File: config.mk
export PLATFORM = sky130hd
export DESIGN_NAME = mc_controller
export DESIGN_NICKNAME = d
export VERILOG_FILES = /design/src/rtl/riscv_pkg.sv /design/src/rtl/alu_decoder.sv /design/src/rtl/mc_controller.sv
export SDC_FILE = /design/constraint.sdc
export NUM_CORES = 1
export LEC_CHECK = 0
export CORE_MARGIN = 2
export CORE_UTILIZATION = 40
export CTS_BUF_LIST = sky130_fd_sc_hd__clkbuf_8
export CTS_CLUSTER_DIAMETER = 50
export DETAILED_ROUTE_END_ITERATION = 12
export PLACE_DENSITY = 0.78
export SETUP_SLACK_MARGIN = 0.5
export SKIP_CTS_REPAIR_TIMING = 1
export SYNTH_ARGS = -nofsm -noshare
export SYNTH_HDL_FRONTEND = slang
export SYNTH_SLANG_ARGS = --single-unit
File: constraint.sdc
create_clock -name clk -period 4.64 [get_ports clk]
set_input_delay 0.928 -clock clk [delete_from_list [all_inputs] [get_ports clk]]
set_output_delay 0.928 -clock clk [all_outputs]
set_load 0.01 [all_outputs]
File: src/rtl/riscv_pkg.sv
// Shared constants for the multi-cycle RISC-V controller: opcodes, FSM state encodings,
// ALUControl codes and datapath mux selects.
package riscv_pkg;

  localparam logic [6:0] OpLoad   = 7'b0000011;
  localparam logic [6:0] OpStore  = 7'b0100011;
  localparam logic [6:0] OpRtype  = 7'b0110011;
  localparam logic [6:0] OpItype  = 7'b0010011;
  localparam logic [6:0] OpBranch = 7'b1100011;
  localparam logic [6:0] OpJal    = 7'b1101111;
  localparam logic [6:0] OpJalr   = 7'b1100111;
  localparam logic [6:0] OpLui    = 7'b0110111;
  localparam logic [6:0] OpAuipc  = 7'b0010111;

  typedef enum logic [3:0] {
    StFetch  = 4'd0,
    StDecode = 4'd1,
    StMemAdr = 4'd2,
    StMemRd  = 4'd3,
    StMemWb  = 4'd4,
    StMemWr  = 4'd5,
    StExecR  = 4'd6,
    StExecI  = 4'd7,
    StAluWb  = 4'd8,
    StBranch = 4'd9,
    StJal    = 4'd10,
    StJalr   = 4'd11,
    StUpper  = 4'd12,
    StHalt   = 4'd13
  } state_e;

  typedef enum logic [2:0] {
    AluAdd = 3'b000,
    AluSub = 3'b001,
    AluAnd = 3'b010,
    AluOr  = 3'b011,
    AluXor = 3'b100,
    AluSlt = 3'b101,
    AluSll = 3'b110,
    AluSrl = 3'b111
  } alu_ctrl_e;

  typedef enum logic [1:0] {
    AluOpAdd   = 2'b00,
    AluOpSub   = 2'b01,
    AluOpFunct = 2'b10
  } alu_op_e;

  localparam logic [1:0] SrcAPc    = 2'b00;
  localparam logic [1:0] SrcAOldPc = 2'b01;
  localparam logic [1:0] SrcARs1   = 2'b10;

  localparam logic [1:0] SrcBRs2  = 2'b00;
  localparam logic [1:0] SrcBImm  = 2'b01;
  localparam logic [1:0] SrcBFour = 2'b10;

  localparam logic [1:0] ResAluOut = 2'b00;
  localparam logic [1:0] ResMem    = 2'b01;
  localparam logic [1:0] ResAluRes = 2'b10;
  localparam logic [1:0] ResImm    = 2'b11;

  localparam logic [2:0] ImmI = 3'b000;
  localparam logic [2:0] ImmS = 3'b001;
  localparam logic [2:0] ImmB = 3'b010;
  localparam logic [2:0] ImmU = 3'b011;
  localparam logic [2:0] ImmJ = 3'b100;

  function automatic logic [2:0] imm_sel(input logic [6:0] opcode);
    case (opcode)
      OpStore:         return ImmS;
      OpBranch:        return ImmB;
      OpLui, OpAuipc:  return ImmU;
      OpJal:           return ImmJ;
      default:         return ImmI;
    endcase
  endfunction

endpackage

File: src/rtl/alu_decoder.sv
// Maps the requested ALU operation (fixed add/sub or instruction-defined) to ALUControl,
// and flags R/I arithmetic encodings the ALU cannot execute.
module alu_decoder
  import riscv_pkg::*;
(
  input  logic [1:0] alu_op_i,
  input  logic       is_rtype_i,
  input  logic [2:0] func3_i,
  input  logic [6:0] func7_i,
  output logic [2:0] alu_ctrl_o,
  output logic       illegal_o
);

  logic is_sub;
  logic is_shift;

  always_comb begin
    is_sub   = is_rtype_i && (func3_i == 3'b000) && func7_i[5];
    is_shift = (func3_i == 3'b001) || (func3_i == 3'b101);
    // sltu has no ALU code; non-zero func7 is only meaningful for sub (shift imm must be < 32)
    illegal_o = (func3_i == 3'b011) ||
                ((func7_i != 7'd0) && !is_sub && (is_rtype_i || is_shift));

    alu_ctrl_o = AluAdd;
    unique case (alu_op_i)
      AluOpSub: alu_ctrl_o = AluSub;
      AluOpFunct: begin
        unique case (func3_i)
          3'b000:  alu_ctrl_o = is_sub ? AluSub : AluAdd;
          3'b001:  alu_ctrl_o = AluSll;
          3'b010:  alu_ctrl_o = AluSlt;
          3'b100:  alu_ctrl_o = AluXor;
          3'b101:  alu_ctrl_o = AluSrl;
          3'b110:  alu_ctrl_o = AluOr;
          3'b111:  alu_ctrl_o = AluAnd;
          default: alu_ctrl_o = AluAdd;
        endcase
      end
      default: alu_ctrl_o = AluAdd;
    endcase
  end

endmodule

File: src/rtl/mc_controller.sv
// Multi-cycle RISC-V control FSM with bounded memory waits and a sticky fault/HALT state.
module mc_controller
  import riscv_pkg::*;
#(
  parameter int unsigned MEM_WAIT_MAX = 15
) (
  input  logic       clk,
  input  logic       rst,
  input  logic [6:0] opcode,
  input  logic [2:0] func3,
  input  logic [6:0] func7,
  input  logic       zero,
  input  logic       mem_ready,
  output logic       PCWrite,
  output logic       IRWrite,
  output logic       AdrSrc,
  output logic       MemRead,
  output logic       MemWrite,
  output logic       RegWrite,
  output logic [1:0] ALUSrcA,
  output logic [1:0] ALUSrcB,
  output logic [2:0] ALUControl,
  output logic [1:0] ResultSrc,
  output logic [2:0] ImmSrc,
  output logic [3:0] state_dbg,
  output logic       fault
);

  localparam int unsigned CntW = $clog2(MEM_WAIT_MAX + 1) + 1;

  state_e          state_q, state_d;
  logic [CntW-1:0] wait_q, wait_d;
  logic            fault_q, fault_d;

  logic       is_wait;
  logic       timeout;
  logic       is_rtype;
  logic       illegal;
  logic [1:0] alu_op;

  assign is_rtype = (opcode == OpRtype);

  alu_decoder u_alu_decoder (
    .alu_op_i   (alu_op),
    .is_rtype_i (is_rtype),
    .func3_i    (func3),
    .func7_i    (func7),
    .alu_ctrl_o (ALUControl),
    .illegal_o  (illegal)
  );

  always_comb begin
    state_d = state_q;
    wait_d  = '0;
    is_wait = (state_q == StFetch) || (state_q == StMemRd) || (state_q == StMemWr);
    // wait_q counts earlier idle cycles, so this fires on idle cycle MEM_WAIT_MAX+1
    timeout = is_wait && !mem_ready && (wait_q == CntW'(MEM_WAIT_MAX));
    if (is_wait && !mem_ready && !timeout) begin
      wait_d = wait_q + 1'b1;
    end

    unique case (state_q)
      StFetch:  if (mem_ready) state_d = StDecode;
      StDecode: begin
        case (opcode)
          OpLoad, OpStore: state_d = StMemAdr;
          OpRtype:         state_d = illegal ? StHalt : StExecR;
          OpItype:         state_d = illegal ? StHalt : StExecI;
          OpBranch:        state_d = StBranch;
          OpJal:           state_d = StJal;
          OpJalr:          state_d = StJalr;
          OpLui, OpAuipc:  state_d = StUpper;
          default:         state_d = StHalt;
        endcase
      end
      StMemAdr: state_d = (opcode == OpStore) ? StMemWr : StMemRd;
      StMemRd:  if (mem_ready) state_d = StMemWb;
      StMemWb:  state_d = StFetch;
      StMemWr:  if (mem_ready) state_d = StFetch;
      StExecR,
      StExecI:  state_d = StAluWb;
      StAluWb:  state_d = StFetch;
      StBranch: state_d = (func3 == 3'b000 || func3 == 3'b001) ? StFetch : StHalt;
      StJal,
      StJalr,
      StUpper:  state_d = StFetch;
      StHalt:   state_d = StHalt;
      default:  state_d = StHalt;
    endcase

    if (timeout) begin
      state_d = StHalt;
    end
    fault_d = fault_q || (state_d == StHalt);
  end

  always_ff @(posedge clk) begin
    if (rst) begin
      state_q <= StFetch;
      wait_q  <= '0;
      fault_q <= 1'b0;
    end else begin
      state_q <= state_d;
      wait_q  <= wait_d;
      fault_q <= fault_d;
    end
  end

  always_comb begin
    PCWrite   = 1'b0;
    IRWrite   = 1'b0;
    AdrSrc    = 1'b0;
    MemRead   = 1'b0;
    MemWrite  = 1'b0;
    RegWrite  = 1'b0;
    ALUSrcA   = SrcAPc;
    ALUSrcB   = SrcBRs2;
    ResultSrc = ResAluOut;
    ImmSrc    = imm_sel(opcode);
    alu_op    = AluOpAdd;

    unique case (state_q)
      StFetch: begin
        MemRead   = 1'b1;
        ALUSrcA   = SrcAPc;
        ALUSrcB   = SrcBFour;
        ResultSrc = ResAluRes;
        IRWrite   = mem_ready;
        PCWrite   = mem_ready;
      end
      StDecode: begin
        ALUSrcA = SrcAOldPc;
        ALUSrcB = SrcBImm;
      end
      StMemAdr: begin
        ALUSrcA = SrcARs1;
        ALUSrcB = SrcBImm;
      end
      StMemRd: begin
        MemRead = 1'b1;
        AdrSrc  = 1'b1;
      end
      StMemWb: begin
        RegWrite  = 1'b1;
        ResultSrc = ResMem;
      end
      StMemWr: begin
        MemWrite = 1'b1;
        AdrSrc   = 1'b1;
      end
      StExecR: begin
        ALUSrcA = SrcARs1;
        ALUSrcB = SrcBRs2;
        alu_op  = AluOpFunct;
      end
      StExecI: begin
        ALUSrcA = SrcARs1;
        ALUSrcB = SrcBImm;
        alu_op  = AluOpFunct;
      end
      StAluWb: begin
        RegWrite  = 1'b1;
        ResultSrc = ResAluOut;
      end
      StBranch: begin
        ALUSrcA   = SrcARs1;
        ALUSrcB   = SrcBRs2;
        alu_op    = AluOpSub;
        ResultSrc = ResAluOut;
        PCWrite   = ((func3 == 3'b000) && zero) || ((func3 == 3'b001) && !zero);
      end
      StJal: begin
        // ALU forms the link value PC+4; the jump target was latched in DECODE
        ALUSrcA   = SrcAOldPc;
        ALUSrcB   = SrcBFour;
        ResultSrc = ResAluOut;
        RegWrite  = 1'b1;
        PCWrite   = 1'b1;
      end
      StJalr: begin
        ALUSrcA   = SrcARs1;
        ALUSrcB   = SrcBImm;
        ResultSrc = ResAluRes;
        RegWrite  = 1'b1;
        PCWrite   = 1'b1;
      end
      StUpper: begin
        RegWrite  = 1'b1;
        ResultSrc = (opcode == OpLui) ? ResImm : ResAluOut;
      end
      default: ;
    endcase

    if (rst) begin
      PCWrite  = 1'b0;
      IRWrite  = 1'b0;
      MemRead  = 1'b0;
      MemWrite = 1'b0;
      RegWrite = 1'b0;
    end
  end

  assign state_dbg = state_q;
  assign fault     = fault_q;

endmodule

# [Word level (Yosys, flattened, before mapping)]
# Cells that the tools add are included.
[classes] n_addsub=1 n_eq_ne=32 mux=30 bitwise_logic=1 n_reduce_logical=37
[ops] op="one-hot mux 4 bit (8 select lines)" count=1
[ops] op="2-to-1 mux 4 bit" count=7
[ops] op="one-hot mux 4 bit (7 select lines)" count=1
[ops] op="equality test 4 bit, second input constant" count=6
[ops] op="equality test 7 x 6 -> 1 bit, second input constant" count=3
[ops] op="equality test 7 bit, second input constant" count=3
[ops] op="one-hot mux 3 bit (7 select lines)" count=1
[ops] op="OR reduction 2 bit" count=10
[ops] op="equality test 4 x 3 -> 1 bit, second input constant" count=4
[ops] op="equality test 7 x 5 -> 1 bit, second input constant" count=2
[ops] op="equality test 3 bit, second input constant" count=4
[ops] op="one-hot mux 2 bit (2 select lines)" count=3
[ops] op="one-hot mux 3 bit (4 select lines)" count=1
[ops] op="2-to-1 mux 1 bit" count=11
[ops] op="OR reduction 5 bit" count=2
[ops] op="logical AND 1 bit" count=9
[ops] op="equality test 4 x 2 -> 1 bit, second input constant" count=2
[ops] op="logical OR 1 bit" count=8
[ops] op="equality test 7 x 2 -> 1 bit, second input constant" count=1
[ops] op="nonzero test 7 bit" count=1
[ops] op="equality test 3 x 2 -> 1 bit, second input constant" count=2
[ops] op="one-hot mux 2 bit (3 select lines)" count=1
[ops] op="one-hot mux 3 bit (2 select lines)" count=1
[ops] op="adder 5 x 1 -> 5 bit, second input constant" count=1
[ops] op="13 further kinds" count=16
[word_totals] regBits=10 in_bits=21 out_inout_bits=23 elab_cells=104

# [Longest topological paths before layout]
# Gate-level depths: netlist (run 1).
[logic_depth] depth_word=13 mapped_depth=9 mapped_depth_nobuf=9

# [By module]
# From an unflattened synthesis (run 1), not the netlist that was laid out.
[hier_totals] hier_cells=161 area_unflattened_um2=1189.9
[modules_own_cells] mod="mc_controller" instances=1 cells_per_inst=140 area_per_inst_um2=1041.0 seq_area_each_um2=200.2
[modules_own_cells] mod="alu_decoder" instances=1 cells_per_inst=21 area_per_inst_um2=148.9 seq_area_each_um2=0.0

# [Worst setup path before layout (run 1)]
# Ideal clock, no wire load.
[synth_path] path_type="input to output" from="in opcode[4]" to="out ALUControl[0]" t_arrival_ns=1.952 required_ns=3.712 setup_slack_ns=1.760 stages=7 n_path_buf=1 cell_sequence="clkbuf_1 -> nand2b_2 -> nor3_1 -> a31oi_1 -> o21ai_0 -> a21oi_1 -> nor2_1"
[synth_between] elab_chain_len=6
[synth_rtl] element="start: declaration" line_no="mc_controller.sv:9" source="input logic [6:0] opcode,"
[synth_rtl] element="equality test 7 x 6 -> 1 bit" line_no="mc_controller.sv:41" source="assign is_rtype = (opcode == OpRtype);"
[synth_rtl] element="logical AND 1 bit (2 in series)" line_no="alu_decoder.sv:18" source="is_sub = is_rtype_i && (func3_i == 3'b000) && func7_i[5];"
[synth_rtl] element="2-to-1 mux 1 bit" line_no="alu_decoder.sv:29" source="3'b000: alu_ctrl_o = is_sub ? AluSub : AluAdd;"
[synth_rtl] element="one-hot mux 3 bit (7 select lines)" line_no="alu_decoder.sv:28" source="unique case (func3_i)"
[synth_rtl] element="one-hot mux 3 bit (2 select lines)" line_no="alu_decoder.sv:25" source="unique case (alu_op_i)"
[synth_rtl] element="end: declaration" line_no="mc_controller.sv:22" source="output logic [2:0] ALUControl,"
# No other way between the ends.

# [Final worst setup path (run 1)]
[layout_path] from="in opcode[3]" to="out ALUControl[0]"
# The elaborated chain is that of the path after synthesis.

==> results.json, run 1 <==
{
  "peakVddDrop_mv": 0.374,
  "layout_common_cells": "43 x clkdlybuf4s50_1, 21 x nor2_1, 12 x inv_1, 11 x nor3_1, 10 x dfxtp_1",
  "numPortBuffers": 43,
  "synth_edf_count": 0,
  "crit_required_ns": 3.71,
  "r2r_end": "fault",
  "antenna_found_initial": 0,
  "p_total_uw": 393,
  "max_freq_mhz": 256,
  "die_h_microns": 56.4,
  "die_width_microns": 56.4,
  "ant_nets": 0,
  "drt-met1-wl_mm": 1.37,
  "cts_tree": "built",
  "final_nets": 219,
  "ys_ff_latch": 10,
  "hold_class": "register to register",
  "slew_headroom": 0.617,
  "cp-startpoint": "opcode[3]",
  "grt_usage": 0.190,
  "rsz0062_at_grt": "no",
  "synthToLayoutAreaGrowth_pct": 43.0,
  "synth_top_family_by_area": "simple AND/OR/NAND/NOR gates",
  "syn_inst": 157,
  "hold_violations": 0,
  "initial_core_util": 0.431,
  "grt_max_degree": 19,
  "wl_met2_mm": 1.48,
  "cts-buffers-inserted": 3,
  "mostFrequentLayoutCell": "clkdlybuf4s50_1",
  "start_kind": "input pin",
  "syn-cell-area_sq_um": 1100,
  "outcome": "completed",
  "crit_path_end": "ALUControl[0]",
  "cp-end-kind": "primary output",
  "num_vias": 1302,
  "synth.avg_cell_area_sq_um": 6.99,
  "row_count": 18,
  "synth.area.mux_share": 0.0285,
  "power_density_nw_per_um2": 251,
  "yosysWarningCount": 0,
  "finalClockSkew_ns": 0.00456,
  "r2r_slack_ns": 2.35,
  "finalSetupViolCount": 0,
  "drc_errors": 0,
  "fin_tns_setup_ns": 0,
  "clock-sinks": 10,
  "post-dp-hpwl_mm": 2.29,
  "synth_xor_xnor_area_share": 0.0399,
  "firstDrtPassIters": 4,
  "ys_types": 50,
  "finalWirelength_mm": 3.06,
  "clk_latency_ns": 0.23,
  "synth_compound_area_frac": 0.245,
  "ctsLongestPathBuffers": 2,
  "worstSetupPathType": "input pin to primary output",
  "drive_gt1_frac": 0.0570,
  "htreeDepth": 1,
  "grt_pass1_vias": 1155,
  "cpPeakStageDelay_ns": 0.53,
  "postSynth.asyncResetShare": 0,
  "syn-num-nets": 182,
  "top_layer_used": "met3",
  "power_leakage_nw": 0.555,
  "drtIter0Drc": 39,
  "diodes": 0,
  "via_per_inst": 5.84,
  "die_area_sq_um": 3180,
  "crit_fanout": 8,
  "r2r.worst_path.cells": 9,
  "overflow": 0,
  "cp.arrival_ns": 2.98,
  "crit_chain": "clkdlybuf4s50_1 > nand4b_1 > nor3_1 > a31oi_1 > o21ai_0 > a21oi_1 > nor2_1 > clkdlybuf4s50_1",
  "cts-root-buf": "clkbuf_8",
  "fin_crit_sh": 0.842,
  "synthAdderAreaFrac": 0.0456,
  "maxSlewViolCount": 0,
  "post_drt_wl_per_cell_microns": 13.7,
  "place_congestion": 0.821,
  "worstReg2RegStart": "wait_q[0]",
  "synth-simple-area-share": 0.371,
  "slowest_stage": "clkdlybuf4s50_1",
  "io_pins": 44,
  "core-area_sq_um": 2540,
  "holdWs_ns": 0.455,
  "grt_pass1_wl_mm": 5.02,
  "wl_met3_microns": 207,
  "dominantRegCellSynth": "dfxtp_1",
  "layout_min_cycle_time_ns": 3.91,
  "clkTransAtPathRegs_ns": 0.04,
  "ys_seq_area_frac": 0.182,
  "critical_path.most_common_cell": "clkdlybuf4s50_1",
  "max_slew.worst_pin.slew_ns": 0.573,
  "cap_viol_max_count": 0
}
## logic make-up after synthesis
| family | Yosys count |
|---|---|
| buf+inv | 23 |
| mux | 3 |
| simple gates | 75 |
| flops | 10 |
| fa+ha+maj | 4 |
| compound gates | 37 |
| xor+xnor | 5 |
## worst min-delay path by stage
stage / start / endpoint / slack [ns] / cells past startpoint
2_1_floorplan: wait_q[0] / wait_q[0] / 0.42 / 1
4_1_cts: wait_q[0] / wait_q[0] / 0.46 / 1
5_1_grt: fault / fault / 0.49 / 2
3_5_place_dp: wait_q[0] / wait_q[0] / 0.45 / 1
3_3_place_gp: wait_q[0] / wait_q[0] / 0.43 / 1
6_report: wait_q[0] / wait_q[0] / 0.46 / 1
## power breakdown
group,switching [mW],leakage [nW],internal (mW),total [mW]
Clock,0.0316,0.0288,0.0744,0.106
Sequential,0.0196,0.0813,0.0927,0.112
Combinational,0.0819,0.445,0.0931,0.175
Total,0.133,0.555,0.260,0.393
## metrics by stage
stage	setup slack [ns]	util	cells	area, sq um
detailed placement	0.733	0.595	219	1510
CTS	0.729	0.617	223	1570
floorplan	1.76	-	157	1100
global placement	0.806	0.595	219	1510
global route	0.559	0.617	223	1570
finish	0.732	0.617	223	1570
## area by class of cell
class	instances	area [sq um]
inverter	12	45.0
timing repair buffer	43	430
multi-input combinational	124	801
sequential	10	200
tap	30	37.5
clock buffer	4	55.1
fill	233	976
## state kept, by name, indices dropped and copies added, names as in the netlist
name,count
wait_q,5
fault,1
state_dbg,4
## per-layer routing
layer,GRT usage,vias to the layer above
li1,-,646
met4,0.0204,0
met5,0,-
met1,0.241,606
met3,0.0576,0
met2,0.328,50
## synthesized netlist by cell type (all sizes together) (2+ instances only)
master  count  share of area
nand3       3          0.014
buf         3          0.019
a31oi       4          0.023
nor3       11          0.050
and3        2          0.011
xnor2       2          0.016
a211oi      2          0.014
o32ai       2          0.023
nor2       21          0.072
a21o        2          0.014
nand2       9          0.033
inv        12          0.041
nand2b      8          0.048
o21ai       7          0.032
or3         2          0.011
o22ai       4          0.029
a22o        2          0.016
mux2i       2          0.018
nor4        6          0.034
ha          4          0.046
a21oi       6          0.031
nor2b       2          0.011
dfxtp      10           0.18
nor3b       2          0.014
clkbuf      8          0.027
xor2        3          0.024
## critical path: cells and delay by family
| kind | cells | cell delay (ns) |
|---|---|---|
| buffers and inverters | 2 | 1.05 |
| and+or+nand+nor | 3 | 0.62 |
| AOI/OAI and AO/OA | 3 | 0.38 |
(Power assumes the default switching activity.)
==> run 2, diff against run 1 <==
--- a/config.mk
+++ b/config.mk
@@ -10,7 +10,7 @@
 export CTS_BUF_LIST = sky130_fd_sc_hd__clkbuf_8
 export CTS_CLUSTER_DIAMETER = 50
 export DETAILED_ROUTE_END_ITERATION = 12
-export PLACE_DENSITY = 0.78
+export PLACE_DENSITY = 0.81
 export SETUP_SLACK_MARGIN = 0.5
 export SKIP_CTS_REPAIR_TIMING = 1
 export SYNTH_ARGS = -nofsm -noshare
==> constraint.sdc (replaced) <==
create_clock -name clk -period 3.44 [get_ports clk]
set_input_delay 0.688 -clock clk [delete_from_list [all_inputs] [get_ports clk]]
set_output_delay 0.688 -clock clk [all_outputs]
set_load 0.01 [all_outputs]
==> results.json, run 2 (synthesis results as in run 1) <==
{
  "outcome": "completed",
  "cts_tree": "built",
  "fin_tns_setup_ns": 0,
  "die_h_microns": 56.4,
  "cts-root-buf": "clkbuf_8",
  "antenna_found_initial": 0,
  "start_kind": "input pin",
  "synthToLayoutAreaGrowth_pct": 54.7,
  "finalSetupViolCount": 0,
  "crit_fanout": 2,
  "row_count": 18,
  "drc_errors": 0,
  "largest_reg_flops": 5,
  "power_leakage_nw": 0.797,
  "final_nets": 230,
  "path_buf_inv": 2,
  "via_per_inst": 5.76,
  "post_drt_wl_per_cell_microns": 14.1,
  "core-area_sq_um": 2540,
  "drive_gt1_frac": 0.143,
  "peakVddDrop_mv": 0.387,
  "ctsLongestPathBuffers": 2,
  "critical_path.most_common_cell": "clkdlybuf4s50_1",
  "largest_register": "wait_q",
  "cp.arrival_ns": 2.27,
  "layout_common_cells": "30 x clkdlybuf4s50_1, 19 x nor2_1, 13 x dlymetal6s2s_1, 12 x inv_1, 11 x buf_4",
  "overflow": 0,
  "crit_chain": "clkdlybuf4s50_1 > a2111oi_1 > clkdlybuf4s50_1",
  "fin_crit_sh": 0.861,
  "io_pins": 44,
  "hold_class": "register to register",
  "place_congestion": 0.854,
  "numPortBuffers": 43,
  "p_total_uw": 527,
  "slew_headroom": 0.628,
  "die_area_sq_um": 3180,
  "hold_violations": 0,
  "clk_latency_ns": 0.23,
  "max_slew.worst_pin.slew_ns": 0.555,
  "ant_nets": 0,
  "die_width_microns": 56.4,
  "mostFrequentLayoutCell": "clkdlybuf4s50_1",
  "worstSetupPathType": "input pin to primary output",
  "finalClockSkew_ns": 0.00428,
  "max_freq_mhz": 338,
  "cts-buffers-inserted": 3,
  "cp_top_family": "buffers and inverters",
  "grt_pass1_wl_mm": 5.43,
  "initial_core_util": 0.431,
  "grt_usage": 0.209,
  "grt_max_degree": 17,
  "finalWirelength_mm": 3.27,
  "diodes": 0,
  "cp-end-kind": "primary output",
  "rsz0062_at_grt": "yes",
  "grt_pass1_vias": 1219,
  "crit_required_ns": 2.75,
  "postLayoutCoreUtil": 0.667,
  "clkTransAtPathRegs_ns": 0.04,
  "drtIter0Drc": 32,
  "htreeDepth": 1,
  "clock-sinks": 10,
  "power_density_nw_per_um2": 310,
  "cpPeakStageDelay_ns": 0.63,
  "post-dp-hpwl_mm": 2.54,
  "layout_min_cycle_time_ns": 2.96,
  "maxSlewViolCount": 0,
  "holdWs_ns": 0.445,
  "num_vias": 1342,
  "slowest_stage": "clkdlybuf4s50_1",
  "firstDrtPassIters": 5,
  "cap_viol_max_count": 0
}
-- run 2: cell types whose count changed in the layout (fill, tap and decap cells not counted), sizes merged --
| cell | change |
|---|---|
| clkbuf | -1 |
| dlymetal6s2s | +13 |
| buf | +11 |
| clkdlybuf4s50 | -13 |
-- run 2: per-layer routing --
metal  global-route usage  wire length [microns]
met2                0.348                   1560
met1                0.282                   1520
met5                    0                      0
met4               0.0340                      0
met3               0.0461                    195
-- run 2: worst reg2reg max path, cell delays in order, from the launching register on --
cell	delay [ns]
dfxtp_1	0.35
ha_1	0.19
and3_1	0.16
ha_1	0.21
inv_1	0.06
o41a_1	0.40
o221ai_1	0.30
nor3_1	0.12
a21o_1	0.19
o32ai_2	0.19
-- run 2: final cells by class --
| class | count | area [sq um] |
|---|---|---|
| Sequential cell | 10 | 204 |
| Inverter | 12 | 45.0 |
| Multi-Input combinational cell | 124 | 825 |
| Clock buffer | 3 | 41.3 |
| Timing Repair Buffer | 54 | 546 |
| Fill cell | 218 | 847 |
| Tap cell | 30 | 37.5 |
-- run 2: worst paths after layout --
path,to,cells past startpoint,startpoint,slack (ns)
worst min-delay path,wait_q[0],1,wait_q[0],0.44
worst min register to register,wait_q[0],1,wait_q[0],0.44
worst max-delay path,RegWrite,3,rst,0.48
worst max register to register,fault,9,wait_q[0],1.18
-- run 2: metrics by stage --
step | worst slack, ns | cells | area [sq um]
after CTS | 0.0958 | 233 | 1640
after global routing | 0.428 | 233 | 1700
after global placement | 0.199 | 230 | 1600
after detailed placement | 0.101 | 230 | 1600
final | 0.480 | 233 | 1700
after floorplan | 0.969 | 157 | 1100
-- run 2: where the power goes --
| group | leakage (nW) | switching [mW] | internal [mW] |
|---|---|---|---|
| clock network | 0.0216 | 0.0430 | 0.0764 |
| registers | 0.0826 | 0.0152 | 0.126 |
| logic | 0.692 | 0.129 | 0.137 |
==> run 3, diff against run 2 <==
--- a/config.mk
+++ b/config.mk
@@ -10,7 +10,7 @@
 export CTS_BUF_LIST = sky130_fd_sc_hd__clkbuf_8
 export CTS_CLUSTER_DIAMETER = 50
 export DETAILED_ROUTE_END_ITERATION = 12
-export PLACE_DENSITY = 0.81
+export PLACE_DENSITY = 0.78
 export SETUP_SLACK_MARGIN = 0.5
 export SKIP_CTS_REPAIR_TIMING = 1
 export SYNTH_ARGS = -nofsm -noshare
==> results.json, run 3 (synthesis results as in run 1) <==
{
  "die_width_microns": 56.4,
  "final_area_sq_um": 1720,
  "slowest_stage": "clkdlybuf4s50_1",
  "switchingPower_uw": 193,
  "drtIter0Drc": 49,
  "start_kind": "input pin",
  "grt_usage": 0.220,
  "crit_fanout": 2,
  "overflow": 0,
  "cp-end-kind": "primary output",
  "layout_common_cells": "31 x clkdlybuf4s50_1, 18 x nor2_1, 12 x inv_1, 12 x dlymetal6s2s_1, 12 x buf_4",
  "r2r.worst_path.cells": 9,
  "initial_core_util": 0.431,
  "p_clk_frac": 0.264,
  "crit_required_ns": 2.75,
  "fin_crit_sh": 0.836,
  "post-dp-hpwl_mm": 2.55,
  "power_density_nw_per_um2": 324,
  "cts-buffers-inserted": 3,
  "ant_nets": 0,
  "cpPeakStageDelay_ns": 0.62,
  "swShare": 0.346,
  "layout_setup_ws_ns": 0.564,
  "num_vias": 1349,
  "worstSetupPathType": "input pin to primary output",
  "crit_cells": 3,
  "die_area_sq_um": 3180,
  "dpl_cell_area_sq_um": 1600,
  "holdPathStages": 1,
  "fin_tns_setup_ns": 0,
  "final-seq-area_sq_um": 203,
  "antenna_found_initial": 0,
  "hold_class": "register to register",
  "grt_pass1_wl_mm": 5.64,
  "critical_path.most_common_cell": "clkdlybuf4s50_1",
  "mostFrequentLayoutCell": "clkdlybuf4s50_1",
  "p_int_uw": 365,
  "peakVddDrop_mv": 0.419,
  "clkTransAtPathRegs_ns": 0.04,
  "max_slew.worst_pin.slew_ns": 0.579,
  "finalWirelength_mm": 3.32,
  "cts-root-buf": "clkbuf_8",
  "combPwrFrac": 0.482,
  "drive_gt1_frac": 0.156,
  "htreeDepth": 1,
  "synthToLayoutAreaGrowth_pct": 56.6,
  "clk_latency_ns": 0.24,
  "post_drt_wl_per_cell_microns": 14.1,
  "place_congestion": 0.863,
  "row_count": 18,
  "core-area_sq_um": 2540,
  "diodes": 0,
  "slew_headroom": 0.610,
  "via_per_inst": 5.74,
  "maxSlewViolCount": 0,
  "path_buf_inv": 2,
  "finalSetupViolCount": 0,
  "rsz0062_at_grt": "yes",
  "layout_min_cycle_time_ns": 2.88,
  "hold_violations": 0,
  "die_h_microns": 56.4,
  "largest_reg_flops": 5,
  "p_seq_frac": 0.254,
  "io_pins": 44,
  "multi_input_area_sq_um": 827,
  "power_leakage_nw": 0.798,
  "outcome": "completed",
  "cap_viol_max_count": 0,
  "cts_tree": "built",
  "clock-sinks": 10,
  "drc_errors": 0,
  "final_nets": 231,
  "cp.arrival_ns": 2.19,
  "ctsLongestPathBuffers": 2,
  "firstDrtPassIters": 4,
  "grt_max_degree": 17,
  "n_fill_cell": 228,
  "numPortBuffers": 43,
  "grt_pass1_vias": 1241,
  "largest_register": "wait_q",
  "max_freq_mhz": 348,
  "cp_top_family": "buffers and inverters",
  "dp_slack_ns": 0.108,
  "crit_chain": "clkdlybuf4s50_1 > a2111oi_2 > clkdlybuf4s50_1",
  "finalClockSkew_ns": 0.00640
}
==> run 3: changes by cell type in the layout (fill, tap and decap cells not counted), sizes merged <==
| cell | previous run | this run |
|---|---|---|
| dlymetal6s2s | 13 | 12 |
| clkdlybuf4s50 | 30 | 31 |
| clkbuf | 3 | 4 |
| buf | 11 | 12 |
==> run 3: per-stage QoR <==
step	utilization	hold slack (ns)	cells	power, mW
3_3_place_gp	0.630	0.430	231	0.400
4_1_cts	0.652	0.451	235	0.556
6_report	0.675	0.449	235	0.557
3_5_place_dp	0.630	0.442	231	0.406
5_1_grt	0.675	0.471	235	0.592
2_1_floorplan	-	0.418	157	0.282
==> run 3: worst paths after layout <==
path                                 from   endpoint  slack (ns)
worst max-delay path                  rst   RegWrite        0.56
worst min-delay path            wait_q[0]  wait_q[0]        0.45
worst max register to register  wait_q[0]      fault        1.21
worst min register to register  wait_q[0]  wait_q[0]        0.45
==> run 3: power by group through the flow <==
stage                     registers, mW  clock network [mW]  logic, mW
after CTS                         0.140               0.150      0.266
final                             0.142               0.147      0.269
after detailed placement          0.142                   0      0.264
after global routing              0.143               0.158      0.291
after global placement            0.141                   0      0.259
after floorplan                   0.138                   0      0.144
==> run 3: area by class of cell <==
type                    instances  share of cell area
repair buffers                 55               0.320
multi-input cells             124               0.481
flip-flops and latches         10               0.118
well taps                      30              0.0218
inverters                      12              0.0262
clock buffers                   4              0.0320
==> run 3: worst register-to-register path: cells and delay by family (launching register included) <==
kind / cells / cell delay [ns]
AO/OA/AOI/OAI: 4 / 1.07
adder cells (fa/ha/maj): 2 / 0.39
flip-flops: 1 / 0.34
AND/OR/NAND/NOR: 2 / 0.28
buffers and inverters: 1 / 0.05
==> run 3: layer usage <==
layer	share of wire	track usage
met1	0.45	0.283
met2	0.47	0.358
met3	0.068	0.0599
met4	0.010	0.0680
met5	0	0
